### src/rtl/fll_ctrl.sv
`timescale 1ns/1ps
`default_nettype none
// ============================================================================
// Module   : fll_ctrl
// Purpose  : Frequency-lock controller. Sequences the pfd (reset, settle,
//            measure) and binary-searches the DCO code until neither the
//            fast nor the slow indication appears over a full window.
// Ports    : ref_clk   - the only clock
//            rst       - asynchronous active-high reset
//            start     - pulse, begins acquisition from IDLE
//            stop      - level, forces IDLE (highest priority)
//            fast/slow - pfd indications, asynchronous to ref_clk
//            pfd_rst_n - active-low reset to the pfd
//            dco_code  - registered DCO control word
//            busy      - high in every state except IDLE
//            locked    - high while lock is held
//            sat       - clip indication (FLL_CTRL_SAT_EN builds only)
// Config   : `define FLL_CTRL_SAT_EN adds the sat port and stops acquisition
//            after 3 consecutive clipped adjusts in the same direction.
// Revision : 1.0 - initial release
// ============================================================================
module fll_ctrl #(
  parameter int CODE_W    = 8,
  parameter int CODE_INIT = 128,
  parameter int STEP_INIT = 32,
  parameter int SETTLE    = 8,
  parameter int WIN       = 64,
  parameter int LOCK_CNT  = 4
) (
  input  logic              ref_clk,
  input  logic              rst,
  input  logic              start,
  input  logic              stop,
  input  logic              fast,
  input  logic              slow,
  output logic              pfd_rst_n,
  output logic [CODE_W-1:0] dco_code,
  output logic              busy,
  output logic              locked
`ifdef FLL_CTRL_SAT_EN
  ,
  output logic              sat
`endif
);

  typedef enum logic [2:0] {
    ST_IDLE    = 3'd0,
    ST_CLEAR   = 3'd1,
    ST_SETTLE  = 3'd2,
    ST_MEASURE = 3'd3,
    ST_ADJUST  = 3'd4
  } state_t;

  typedef enum logic [1:0] {
    DIR_NONE = 2'd0,
    DIR_UP   = 2'd1,
    DIR_DN   = 2'd2
  } dir_t;

  localparam int CNT_MAX = (WIN > SETTLE) ? WIN : SETTLE;
  localparam int CNT_W   = $clog2(CNT_MAX);
  localparam int INB_W   = $clog2(LOCK_CNT + 1);

  localparam logic [CNT_W-1:0]  c_cnt_one    = CNT_W'(1);
  localparam logic [CNT_W-1:0]  c_clear_last = CNT_W'(1);
  localparam logic [CNT_W-1:0]  c_settle_last = CNT_W'(SETTLE - 1);
  localparam logic [CNT_W-1:0]  c_win_last   = CNT_W'(WIN - 1);
  localparam logic [INB_W-1:0]  c_inb_one    = INB_W'(1);
  localparam logic [INB_W-1:0]  c_lock_last  = INB_W'(LOCK_CNT - 1);
  localparam logic [INB_W-1:0]  c_lock_cnt   = INB_W'(LOCK_CNT);
  localparam logic [CODE_W-1:0] c_code_init  = CODE_W'(CODE_INIT);
  localparam logic [CODE_W-1:0] c_step_init  = CODE_W'(STEP_INIT);
  localparam logic [CODE_W-1:0] c_step_one   = CODE_W'(1);

  state_t             state_q, state_d;
  logic [CNT_W-1:0]   cnt_q, cnt_d;
  logic [CODE_W-1:0]  code_q, code_d;
  logic [CODE_W-1:0]  step_q, step_d;
  dir_t               dir_q, dir_d;
  logic [INB_W-1:0]   inb_q, inb_d;
  logic               locked_q, locked_d;
  logic               f_seen_q, f_seen_d;
  logic               s_seen_q, s_seen_d;
  logic [1:0]         fast_sync_q, slow_sync_q;

  dir_t               w_dir_new;
  logic [CODE_W-1:0]  w_step_eff;
  logic [CODE_W:0]    w_sum, w_diff;
  logic [CODE_W-1:0]  w_code_adj;

`ifdef FLL_CTRL_SAT_EN
  logic               sat_q, sat_d;
  logic [1:0]         clip_cnt_q, clip_cnt_d;
  dir_t               clip_dir_q, clip_dir_d;
  logic               w_clip;
`endif

  // 2-flop synchronizers; flushed in CLEAR so a stale event from the
  // previous iteration cannot leak into the next window.
  always_ff @(posedge ref_clk or posedge rst) begin
    if (rst) begin
      fast_sync_q <= 2'b00;
      slow_sync_q <= 2'b00;
    end else if (state_q == ST_CLEAR) begin
      fast_sync_q <= 2'b00;
      slow_sync_q <= 2'b00;
    end else begin
      fast_sync_q <= {fast_sync_q[0], fast};
      slow_sync_q <= {slow_sync_q[0], slow};
    end
  end

  // Adjust arithmetic, evaluated from the sticky flags of the last window.
  always_comb begin
    w_dir_new = DIR_NONE;
    if (f_seen_q && !s_seen_q) begin
      w_dir_new = DIR_UP;
    end else if (s_seen_q && !f_seen_q) begin
      w_dir_new = DIR_DN;
    end

    // Losing lock always falls back to the finest step; otherwise a
    // reversal halves the step before it is applied.
    w_step_eff = step_q;
    if (locked_q) begin
      w_step_eff = c_step_one;
    end else if (dir_q != DIR_NONE && w_dir_new != DIR_NONE && dir_q != w_dir_new) begin
      w_step_eff = (step_q > c_step_one) ? (step_q >> 1) : c_step_one;
    end

    // One extra bit catches carry-out / borrow so results clip, never wrap.
    w_sum  = {1'b0, code_q} + {1'b0, w_step_eff};
    w_diff = {1'b0, code_q} - {1'b0, w_step_eff};
    if (w_dir_new == DIR_UP) begin
      w_code_adj = w_sum[CODE_W] ? '1 : w_sum[CODE_W-1:0];
    end else begin
      w_code_adj = w_diff[CODE_W] ? '0 : w_diff[CODE_W-1:0];
    end
`ifdef FLL_CTRL_SAT_EN
    w_clip = (w_dir_new == DIR_UP) ? w_sum[CODE_W] : w_diff[CODE_W];
`endif
  end

  always_comb begin
    state_d  = state_q;
    cnt_d    = cnt_q;
    code_d   = code_q;
    step_d   = step_q;
    dir_d    = dir_q;
    inb_d    = inb_q;
    locked_d = locked_q;
    f_seen_d = f_seen_q;
    s_seen_d = s_seen_q;
`ifdef FLL_CTRL_SAT_EN
    sat_d      = sat_q;
    clip_cnt_d = clip_cnt_q;
    clip_dir_d = clip_dir_q;
`endif

    if (stop) begin
      // dco_code deliberately holds its value here.
      state_d  = ST_IDLE;
      cnt_d    = '0;
      locked_d = 1'b0;
    end else begin
      case (state_q)
        ST_IDLE: begin
          if (start) begin
            state_d  = ST_CLEAR;
            cnt_d    = '0;
            code_d   = c_code_init;
            step_d   = c_step_init;
            dir_d    = DIR_NONE;
            inb_d    = '0;
            locked_d = 1'b0;
`ifdef FLL_CTRL_SAT_EN
            sat_d      = 1'b0;
            clip_cnt_d = 2'd0;
            clip_dir_d = DIR_NONE;
`endif
          end
        end
        ST_CLEAR: begin
          f_seen_d = 1'b0;
          s_seen_d = 1'b0;
          if (cnt_q == c_clear_last) begin
            state_d = ST_SETTLE;
            cnt_d   = '0;
          end else begin
            cnt_d = cnt_q + c_cnt_one;
          end
        end
        ST_SETTLE: begin
          if (cnt_q == c_settle_last) begin
            state_d = ST_MEASURE;
            cnt_d   = '0;
          end else begin
            cnt_d = cnt_q + c_cnt_one;
          end
        end
        ST_MEASURE: begin
          f_seen_d = f_seen_q | fast_sync_q[1];
          s_seen_d = s_seen_q | slow_sync_q[1];
          if (cnt_q == c_win_last) begin
            state_d = ST_ADJUST;
            cnt_d   = '0;
          end else begin
            cnt_d = cnt_q + c_cnt_one;
          end
        end
        ST_ADJUST: begin
          state_d = ST_CLEAR;
          cnt_d   = '0;
          if (w_dir_new != DIR_NONE) begin
            code_d   = w_code_adj;
            step_d   = w_step_eff;
            dir_d    = w_dir_new;
            inb_d    = '0;
            locked_d = 1'b0;
`ifdef FLL_CTRL_SAT_EN
            if (w_clip) begin
              sat_d      = 1'b1;
              clip_cnt_d = (clip_cnt_q != 2'd0 && clip_dir_q == w_dir_new) ?
                           clip_cnt_q + 2'd1 : 2'd1;
              clip_dir_d = w_dir_new;
              if (clip_cnt_d == 2'd3) begin
                state_d = ST_IDLE;
              end
            end else begin
              sat_d      = 1'b0;
              clip_cnt_d = 2'd0;
            end
`endif
          end else if (!f_seen_q && !s_seen_q) begin
            // In-band window; the count saturates once lock is reached.
            if (inb_q < c_lock_cnt) begin
              inb_d = inb_q + c_inb_one;
            end
            if (inb_q >= c_lock_last) begin
              locked_d = 1'b1;
            end
          end else begin
            // Both flags: glitch window, code untouched.
            inb_d = '0;
            if (locked_q) begin
              locked_d = 1'b0;
              step_d   = c_step_one;
            end
          end
        end
        default: begin
          state_d = ST_IDLE;
          cnt_d   = '0;
        end
      endcase
    end
  end

  always_ff @(posedge ref_clk or posedge rst) begin
    if (rst) begin
      state_q  <= ST_IDLE;
      cnt_q    <= '0;
      code_q   <= c_code_init;
      step_q   <= c_step_init;
      dir_q    <= DIR_NONE;
      inb_q    <= '0;
      locked_q <= 1'b0;
      f_seen_q <= 1'b0;
      s_seen_q <= 1'b0;
    end else begin
      state_q  <= state_d;
      cnt_q    <= cnt_d;
      code_q   <= code_d;
      step_q   <= step_d;
      dir_q    <= dir_d;
      inb_q    <= inb_d;
      locked_q <= locked_d;
      f_seen_q <= f_seen_d;
      s_seen_q <= s_seen_d;
    end
  end

`ifdef FLL_CTRL_SAT_EN
  always_ff @(posedge ref_clk or posedge rst) begin
    if (rst) begin
      sat_q      <= 1'b0;
      clip_cnt_q <= 2'd0;
      clip_dir_q <= DIR_NONE;
    end else begin
      sat_q      <= sat_d;
      clip_cnt_q <= clip_cnt_d;
      clip_dir_q <= clip_dir_d;
    end
  end

  assign sat = sat_q;
`endif

  assign dco_code  = code_q;
  assign busy      = (state_q != ST_IDLE);
  assign locked    = locked_q;
  assign pfd_rst_n = (state_q == ST_SETTLE) || (state_q == ST_MEASURE) ||
                     (state_q == ST_ADJUST);

endmodule
`default_nettype wire

### config.mk
export PLATFORM = sky130hd
export DESIGN_NAME = fll_ctrl
export DESIGN_NICKNAME = d
export VERILOG_FILES = /design/src/rtl/fll_ctrl.sv
export SDC_FILE = /design/constraint.sdc
export NUM_CORES = 1
export LEC_CHECK = 0
export CORE_MARGIN = 3
export CORE_UTILIZATION = 30
export CTS_CLUSTER_SIZE = 20
export DETAILED_ROUTE_END_ITERATION = 10
export HOLD_SLACK_MARGIN = 0.05
export MAX_ROUTING_LAYER = met4
export PLACE_DENSITY = 0.55
export SYNTH_ARGS = -nofsm -noshare
export SYNTH_HDL_FRONTEND = slang
export SYNTH_SLANG_ARGS = --single-unit
### constraint.sdc
create_clock -name ref_clk -period 4.6 [get_ports ref_clk]
set_input_delay 0.92 -clock ref_clk [delete_from_list [all_inputs] [get_ports ref_clk]]
set_output_delay 0.92 -clock ref_clk [all_outputs]
set_load 0.005 [all_outputs]
# Yosys cells after proc, flatten, opt, wreduce, memory -nomap -nowiden
# Index checks and enable logic that the tools add are counted.
[word_totals]
regBits = 37
out_inout_bits = 11
in_bits = 6
elab_cells = 108
[classes]
add_sub_neg = 4
order_cmp = 3
eq_ne = 19
n_reduce_logical = 22
n_mux = 46
n_bitwise = 3
[op_table]
columns = ["operator", "n"]
rows = [
  ["2-to-1 mux 8 bit", 11],
  ["one-hot mux 8 bit (2 select lines)", 2],
  ["2-to-1 mux 6 bit", 5],
  ["2-to-1 mux 3 bit", 9],
  ["one-hot mux 6 bit (4 select lines)", 1],
  ["inequality test 3 bit, second input constant", 5],
  ["one-hot mux 3 bit (5 select lines)", 1],
  ["2-to-1 mux 2 bit", 6],
  ["AND reduction 4 bit", 3],
  ["adder 8 x 8 -> 9 bit", 1],
  ["subtractor 8 x 8 -> 9 bit", 1],
  ["greater-than comparator 8 x 1 -> 1 bit, second input constant", 1],
  ["nonzero test 2 bit", 4],
  ["2-to-1 mux 7 bit", 1],
  ["adder 6 x 1 -> 6 bit, second input constant", 1],
  ["equality test 3 x 2 -> 1 bit, second input constant", 2],
  ["equality test 6 x 1 -> 1 bit, second input constant", 1],
  ["equality test 6 x 3 -> 1 bit, second input constant", 1],
  ["equality test 6 bit, second input constant", 1],
  ["one-hot mux 1 bit (2 select lines)", 3],
  ["one-hot mux 3 bit (2 select lines)", 1],
  ["nonzero test 3 bit", 2],
  ["logical AND 1 bit", 5],
  ["2-to-1 mux 1 bit", 5],
  ["20 further kinds", 24],
]

# Logic depth before layout (Yosys ltp)
[depth]
depth_word = 14
mapped_depth = 17
ltp_nobuf = 15

# Worst setup path after synthesis
# No wires, ideal clock.
[synth_path]
path_kind = "register to register"
startpoint = "register s_seen_q"
endpoint = "register code_q[4] (netlist: dco_code[4])"
period_less_slack_ns = 3.410
setup_time_ns = 0.122
required_ns = 4.478
path_buffers = 1
arrival_ns = 3.289
path_slack_ns = 1.190
stages_incl_launch_ff = 17
cell_sequence = "dfrtp_1 -> inv_1 -> ha_1 -> buf_2 -> nand2b_1 -> a21boi_0 -> o21ai_4 -> mux2i_1 -> or2_2 -> ha_1 -> fa_1 -> nand2b_1 -> a221oi_1 -> o41ai_1 -> and2_1 -> nand2_1 -> a32o_1"
[synth_via]
elab_chain_len = 13
elab_cells_between_ends = 21
classes_between = "2 x add/sub; 3 x eq/ne; 9 x mux; 7 x reduce/logical"
[synth_rtl]
columns = ["item", "line", "text"]
rows = [
  ["from (decl)", "83", "logic s_seen_q, s_seen_d;"],
  ["from (signal assigned)", "279", "s_seen_q <= s_seen_d;"],
  ["logical AND 1 bit or logical NOT 1 bit (tied branches)", "118, 116", ""],
  ["2-to-1 mux 2 bit or logical AND 1 bit (tied branches)", "118, 116", ""],
  ["2-to-1 mux 2 bit (*)", "116", "if (f_seen_q && !s_seen_q) begin"],
  ["nonzero test 2 bit", "127, 214", ""],
  ["logical AND 1 bit (2 in a row)", "127", "end else if (dir_q != DIR_NONE && w_dir_new != DIR_NONE && dir_q != w_dir_new) begin"],
  ["2-to-1 mux 8 bit", "127", ""],
  ["2-to-1 mux 8 bit", "125", "if (locked_q) begin"],
  ["subtractor 8 x 8 -> 9 bit or adder 8 x 8 -> 9 bit (tied branches)", "133, 132", ""],
  ["2-to-1 mux 8 bit, on equally long branches", "137, 135", ""],
  ["2-to-1 mux 8 bit", "134", "if (w_dir_new == DIR_UP) begin"],
  ["2-to-1 mux 8 bit", "214", "if (w_dir_new != DIR_NONE) begin"],
  ["one-hot mux 8 bit (2 select lines)", "166", "case (state_q)"],
  ["to (signal assigned)", "263", "code_q <= c_code_init;"],
  ["to (signal assigned)", "273", "code_q <= code_d;"],
  ["to (decl)", "77", "logic [CODE_W-1:0] code_q, code_d;"],
]
# Mark *: on every way between the ends. The rest lies on a longest branch, timed or not. The select of a mux whose other input is x is not followed.
# A chain may end at the register's enable or synchronous reset.

# Worst setup path after layout
[layout_path]
startpoint = "register s_seen_q"
endpoint = "register code_q[5] (netlist: dco_code[5])"
# The elaborated chain is that of the path after synthesis.

==> results.toml <==
[global_routing]
antenna_found_initial = 0
grt_util_all_layers_pct = 13.7
overflow = 0
grt_pass1_vias = 2268
grt_max_degree = 38
grt_pass1_wl_mm = 11.1

[cells_and_area]
drive_above_1_share_pct = 7.08
synthToLayoutAreaGrowth_pct = 13.0
layout_commonest_cell = "dfrtp_1"
n_antenna_cell = 0
finalNonFillerCells = 433
layout_common_cells = "35 x dfrtp_1, 30 x inv_1, 26 x nor2_1"
final_area_um2 = 3160
nNetsFinal = 357

[yosys]
seq_area_frac_synth_pct = 33.2
synth_edf_count = 0
syn_area_um2 = 2790
ys_warn_count = 0
synth_top_area_share_pct = 31.4
synth_cell_types = 57
avgSynthCellArea_um2 = 9.04
synth_nets = 342
postSynthCellCount = 309
ys_ff_latch = 37
synth-main-ff-cell = "dfrtp_1"
async_flop_share_pct = 100
yosys-top-cells-area = "dfrtp_1 31%, ha_1 11%, inv_1 4.0%, nor2_1 3.5%, a21oi_1 3.4%"
synth_top_area_cell = "dfrtp_1"

[sta]
slew_viol_final = 0
max_freq_mhz = 252
tightestPinTransition_ps = 578
max_slew_margin_pct = 61.4
fin_tns_setup_ps = 0
finalSetupViolCount = 0
rsz0062_at_grt = "no"
fin_skew_ps = 3.79
min_period_over_period_pct = 86.1
hold_viol_final = 0
hold_ws_ps = 467
finalCriticalPeriod_ps = 3960

[min_path]
min_from = "slow_sync_q[0]$_DFF_PP0_"
hp-class = "register to register"

[route]
num_vias = 2291
drtPass1Iterations = 4
via_per_inst = 5.29
drc = 0
postRouteAntennaNets = 0
drt_iter0_markers = 91
routed_wl_mm = 6.52
post_drt_wl_per_cell_um = 15.1

[power_and_ir_drop]
peakVddDrop_v = 0.000164
power_density_nw_per_um2 = 290
cellLeakagePower_uw = 0.00141

[placed_design]
place_area_um2 = 3040
place.gp.congestion = 0.867
place.port_buffers = 16
dpl.hpwl_mm = 4.96
dpl.cell_count = 425

[floorplanning]
fp.dieH_um = 102
ios = 17
dieArea_um2 = 10500
core.rowCount = 34
coreArea_um2 = 8890
start_util_pct = 31.4
die_x_um = 102

[setup_path]
path_max_fanout = 10
setup.worst_path.class = "register to register"
critPathArrivalTime_ps = 4130
start_kind = "register"
critPathLaunch = "s_seen_q$_DFFE_PP0P_"
r2r-start = "s_seen_q$_DFFE_PP0P_"
critPathCaptureType = "register"
required_ps = 4770
r2r_setup_slack_ps = 640

[clock_network]
cts_buffers = 5
cts_tree = "built"
ctsResizeCount = 0
path_clk_slew_ps = 80
cts_max_path_buffers = 2
clkSinkCount = 37
clkLatencyLatePin_ps = 290
cts-htree-levels = 2
post_cts_buffers = 0
postCtsHoldBufs = 0
root_buffer = "clkbuf_8"

[run_status]
status = "finished clean"

[run]
maxCapViolCount = 0
## registers in the layout, indices dropped and copies added (netlist names)
name	flops
f_seen_q	1
s_seen_q	1
state_q	3
slow_sync_q	2
fast_sync_q	2
step_q	8
locked	1
dir_q	2
cnt_q	6
dco_code	8
inb_q	3
## critical path, stage by stage, from the launching register on
cell	delay, ps
dfrtp_1	380
inv_1	100
ha_1	350
nand2b_1	90
a21boi_0	320
o21ai_4	160
mux2i_1	160
or2_2	320
ha_1	220
fa_1	400
nand2b_1	120
a221oi_1	120
o41ai_1	390
and2_1	350
a21boi_0	240
o21ai_0	110
## through the flow
step	utilization [%]	power [uW]	setup slack, ps
2_1_floorplan	-	562	1190
3_3_place_gp	34.2	620	774
3_5_place_dp	34.2	619	649
4_1_cts	35.5	925	620
5_1_grt	35.5	971	252
6_report	35.5	916	638
## report_power, final
group | leakage, uW | internal (uW) | switching, uW | total, uW
clock | 0.0000585 | 177 | 126 | 303
sequential | 0.000498 | 345 | 17.8 | 363
combinational | 0.000858 | 104 | 147 | 251
## logic make-up after synthesis
logic type | count (synthesis) | share of synthesized area (%)
compound gates | 85 | 21.5
xor+xnor | 9 | 2.82
fa+ha+maj | 27 | 12.6
buf+inv | 40 | 6.32
flops | 37 | 33.2
mux | 10 | 3.63
simple gates | 101 | 19.8
## worst paths after layout
path / to / depth (start not counted)
worst max-delay path: dco_code[5]$_DFFE_PP0P_ / 15
worst min-delay path: slow_sync_q[1]$_DFF_PP0_ / 1
worst max register to register: dco_code[5]$_DFFE_PP0P_ / 15
worst min register to register: slow_sync_q[1]$_DFF_PP0_ / 1
max in group asynchronous: step_q[5]$_DFFE_PP1P_ / 3
min in group asynchronous: cnt_q[2]$_DFFE_PP0P_ / 3
## cell type report
| cell class | instances | area [um^2] |
|---|---|---|
| Inverter | 30 | 113 |
| Clock inverter | 1 | 30.0 |
| Multi-Input combinational cell | 232 | 1690 |
| Fill cell | 913 | 5740 |
| Clock buffer | 7 | 86.3 |
| Tap cell | 108 | 135 |
| Timing Repair Buffer | 18 | 175 |
| Sequential cell | 37 | 928 |
## cells in the mapped netlist (all sizes together) (2+ instances only)
cell,instances
dfrtp,35
inv,30
nor2,26
ha,25
a21oi,20
nand2,18
o21ai,17
nand2b,11
nor3,10
a22o,9
mux2i,9
nand3,8
nor2b,6
a32o,5
buf,5
clkbuf,5
or2,5
or3,5
xor2,5
a21o,4
o22ai,4
o31ai,4
xnor2,4
a211oi,3
a21boi,3
a31oi,3
nor4,3
o311ai,3
a221oi,2
and2,2
and3,2
dfstp,2
fa,2
nor3b,2
o21a,2
## layer usage
metal  wire length, um  global-route usage, %  up-vias
met5                 0                      -        -
met4                61                   3.33        0
met3               200                   2.53        6
met2              3120                   22.0       36
met1              3130                   17.9     1114
li1                  -                      -     1135
Power figures use the tool's default switching activity.
==> edit (same settings) <==
Re-encode `dir_t` (3 values) as one-hot, 3 bits wide.
--- a/src/rtl/fll_ctrl.sv
+++ b/src/rtl/fll_ctrl.sv
@@ -53,6 +53,6 @@
 
-  typedef enum logic [1:0] {
-    DIR_NONE = 2'd0,
-    DIR_UP   = 2'd1,
-    DIR_DN   = 2'd2
+  typedef enum logic [2:0] {
+    DIR_NONE = 3'b001,
+    DIR_UP   = 3'b010,
+    DIR_DN   = 3'b100
   } dir_t;
Formal check against the unedited RTL: same outputs for any inputs over 10 cycles, from zero or initial values and one cycle with rst high; not proved beyond that.
==> edit against the unedited design <==
- final area increased by 5.7%
- cell count increased by 5.8%
- clock skew increased by 0.0079 ns
- non-clock buffer count unchanged
- routed wire length decreased by 1.9%
- synthesized area increased by 5.4%
- setup slack improved by 0.012 ns
- sequential cell count increased by 1
- sequential share of layout area decreased by 0.80 points
Power is not compared: it rests on default switching activity, and its combinational part moved more than twofold at a synthesized area within 25%.
==> edit: results (changes against the unedited design) <==
\begin{tabular}{lr}
\hline
Metric & Value \\
\hline
\multicolumn{2}{l}{\textbf{Outcome}} \\
Run status & finished clean \\
\multicolumn{2}{l}{\textbf{Drt}} \\
Initial drt markers & 63 (-31\%) \\
Vias per cell & 4.93 (-6.7\%) \\
Wire length per cell after detailed routing & 14.0 um (-7.3\%) \\
\multicolumn{2}{l}{\textbf{Logic synthesis}} \\
Post-Syn Instances & 314 (+1.6\%) \\
Leading post-synthesis cells by instance count & dfrtp\_1 (35), ha\_1 (24), nor2\_1 (24) \\
Sequential element share of the synthesized area & 32.4\% (-0.82 points) \\
Net count after synthesis & 346 (+1.2\%) \\
Number of library cell types mapped by synthesis & 71 (+25\%) \\
\multicolumn{2}{l}{\textbf{Place}} \\
Last weighted congestion value of the routability-driven placer & 0.892 (+2.8\%) \\
Place WS & 0.630 ns (-0.0191 ns) \\
Detailed-placement wirelength estimate & 4.81 mm (-3.0\%) \\
Area post-placement & 3220 um2 (+6.1\%) \\
Placed cell count & 451 (+6.1\%) \\
\multicolumn{2}{l}{\textbf{Cells and area}} \\
Nets & 361 (+1.1\%) \\
Number of standard cells in the final layout excluding fillers & 458 (+5.8\%) \\
Layout cell share with drive strength beyond 1 & 11.6\% (+4.5 points) \\
\multicolumn{2}{l}{\textbf{Worst setup path}} \\
Signal arrival time at the worst endpoint & 4.18 ns (+0.05 ns) \\
Worst-case register-to-register setup slack & $\sim$0.65 ns \\
Critical Path Fanout Max & 14 (+4) \\
Worst R2R End & dco\_code[2] \\
Launch instance of the worst register-to-register path & s\_seen\_q \\
\multicolumn{2}{l}{\textbf{Global route}} \\
First-pass GRT wire length & 10.9 mm (-1.6\%) \\
Number of global-route vias before repair & 2171 (-4.3\%) \\
Initial antenna violation count & 0 (unchanged) \\
Total Routing Usage GR & 12.4\% (-1.3 points) \\
\multicolumn{2}{l}{\textbf{STA}} \\
Transition time at the pin with the least slew margin & 0.677 ns (+0.0997 ns) \\
Worst hold slack after final layout & 0.467 ns (-0.000247 ns) \\
Post-route clock skew & 0.0117 ns (+0.00788 ns) \\
\multicolumn{2}{l}{\textbf{Pwr}} \\
Reported leakage power & about 1.5 nW \\
\multicolumn{2}{l}{\textbf{Clock tree}} \\
Clock input transition at the sequential cells of the worst setup and hold paths & around 0.090 ns \\
\hline
\end{tabular}
edit: changes by cell type after synthesis, sizes merged, moves of 4 or more:
cell,unedited run,this run
o21a,2,6
o21bai,0,5
nand3b,0,4
a32o,5,0
nand2,18,23
inv,30,23
edit: kinds of logic after synthesis:
group | Yosys count | share of synthesized area, %
AND/OR/NAND/NOR | 111 | 21.9
AO/OA/AOI/OAI | 91 | 24.4
flip-flops | 38 | 32.4
buffers and inverters | 33 | 4.89
adder cells (fa/ha/maj) | 26 | 11.6
multiplexers | 8 | 2.76
XOR/XNOR | 7 | 2.08
edit: critical path, stage by stage (launching register included):
cell	delay, ns
dfrtp_1	0.38
inv_1	0.10
ha_1	0.19
buf_4	0.18
a31oi_1	0.11
o211ai_2	0.56
nor2_1	0.11
a211o_1	0.31
ha_1	0.22
fa_1	0.40
nand2b_1	0.18
a211oi_1	0.36
o22a_1	0.23
o21ai_1	0.20
a21o_1	0.24
o21ai_1	0.11
edit: worst max-delay path by stage:
stage,slack [ns],endpoint,startpoint
floorplan,1.26,dco_code[2],f_seen_q
global placement,0.75,dco_code[2],f_seen_q
detailed placement,0.63,dco_code[2],s_seen_q
CTS,0.59,dco_code[2],s_seen_q
global route,0.25,dco_code[2],s_seen_q
finish,0.65,dco_code[2],s_seen_q
edit: area by class of cell:
type,count,area (um2)
clock buffer,6,82.6
clock inverter,1,30.0
fill,1004,6040
inverter,23,86.3
timing repair buffer,18,175
tap,129,161
sequential,38,955
multi-input combinational,243,1850
edit: per-layer routing:
metal / part of all wire (%) / up-vias / global-route usage [%]
met2: 48 / 25 / 19.6
met3: 2.2 / 6 / 2.59
met4: 0.86 / 0 / 2.81
li1: - / 1152 / -
met5: 0 / - / -
met1: 49 / 1077 / 16.3
edit: report_power, final:
part / total, mW / leakage [nW] / switching, mW / internal (mW)
Clock: 0.301 / 0.0573 / 0.127 / 0.174
Sequential: 0.439 / 0.507 / 0.0554 / 0.384
Combinational: 0.767 / 0.959 / 0.420 / 0.348
Total: 1.51 / 1.52 / 0.603 / 0.905
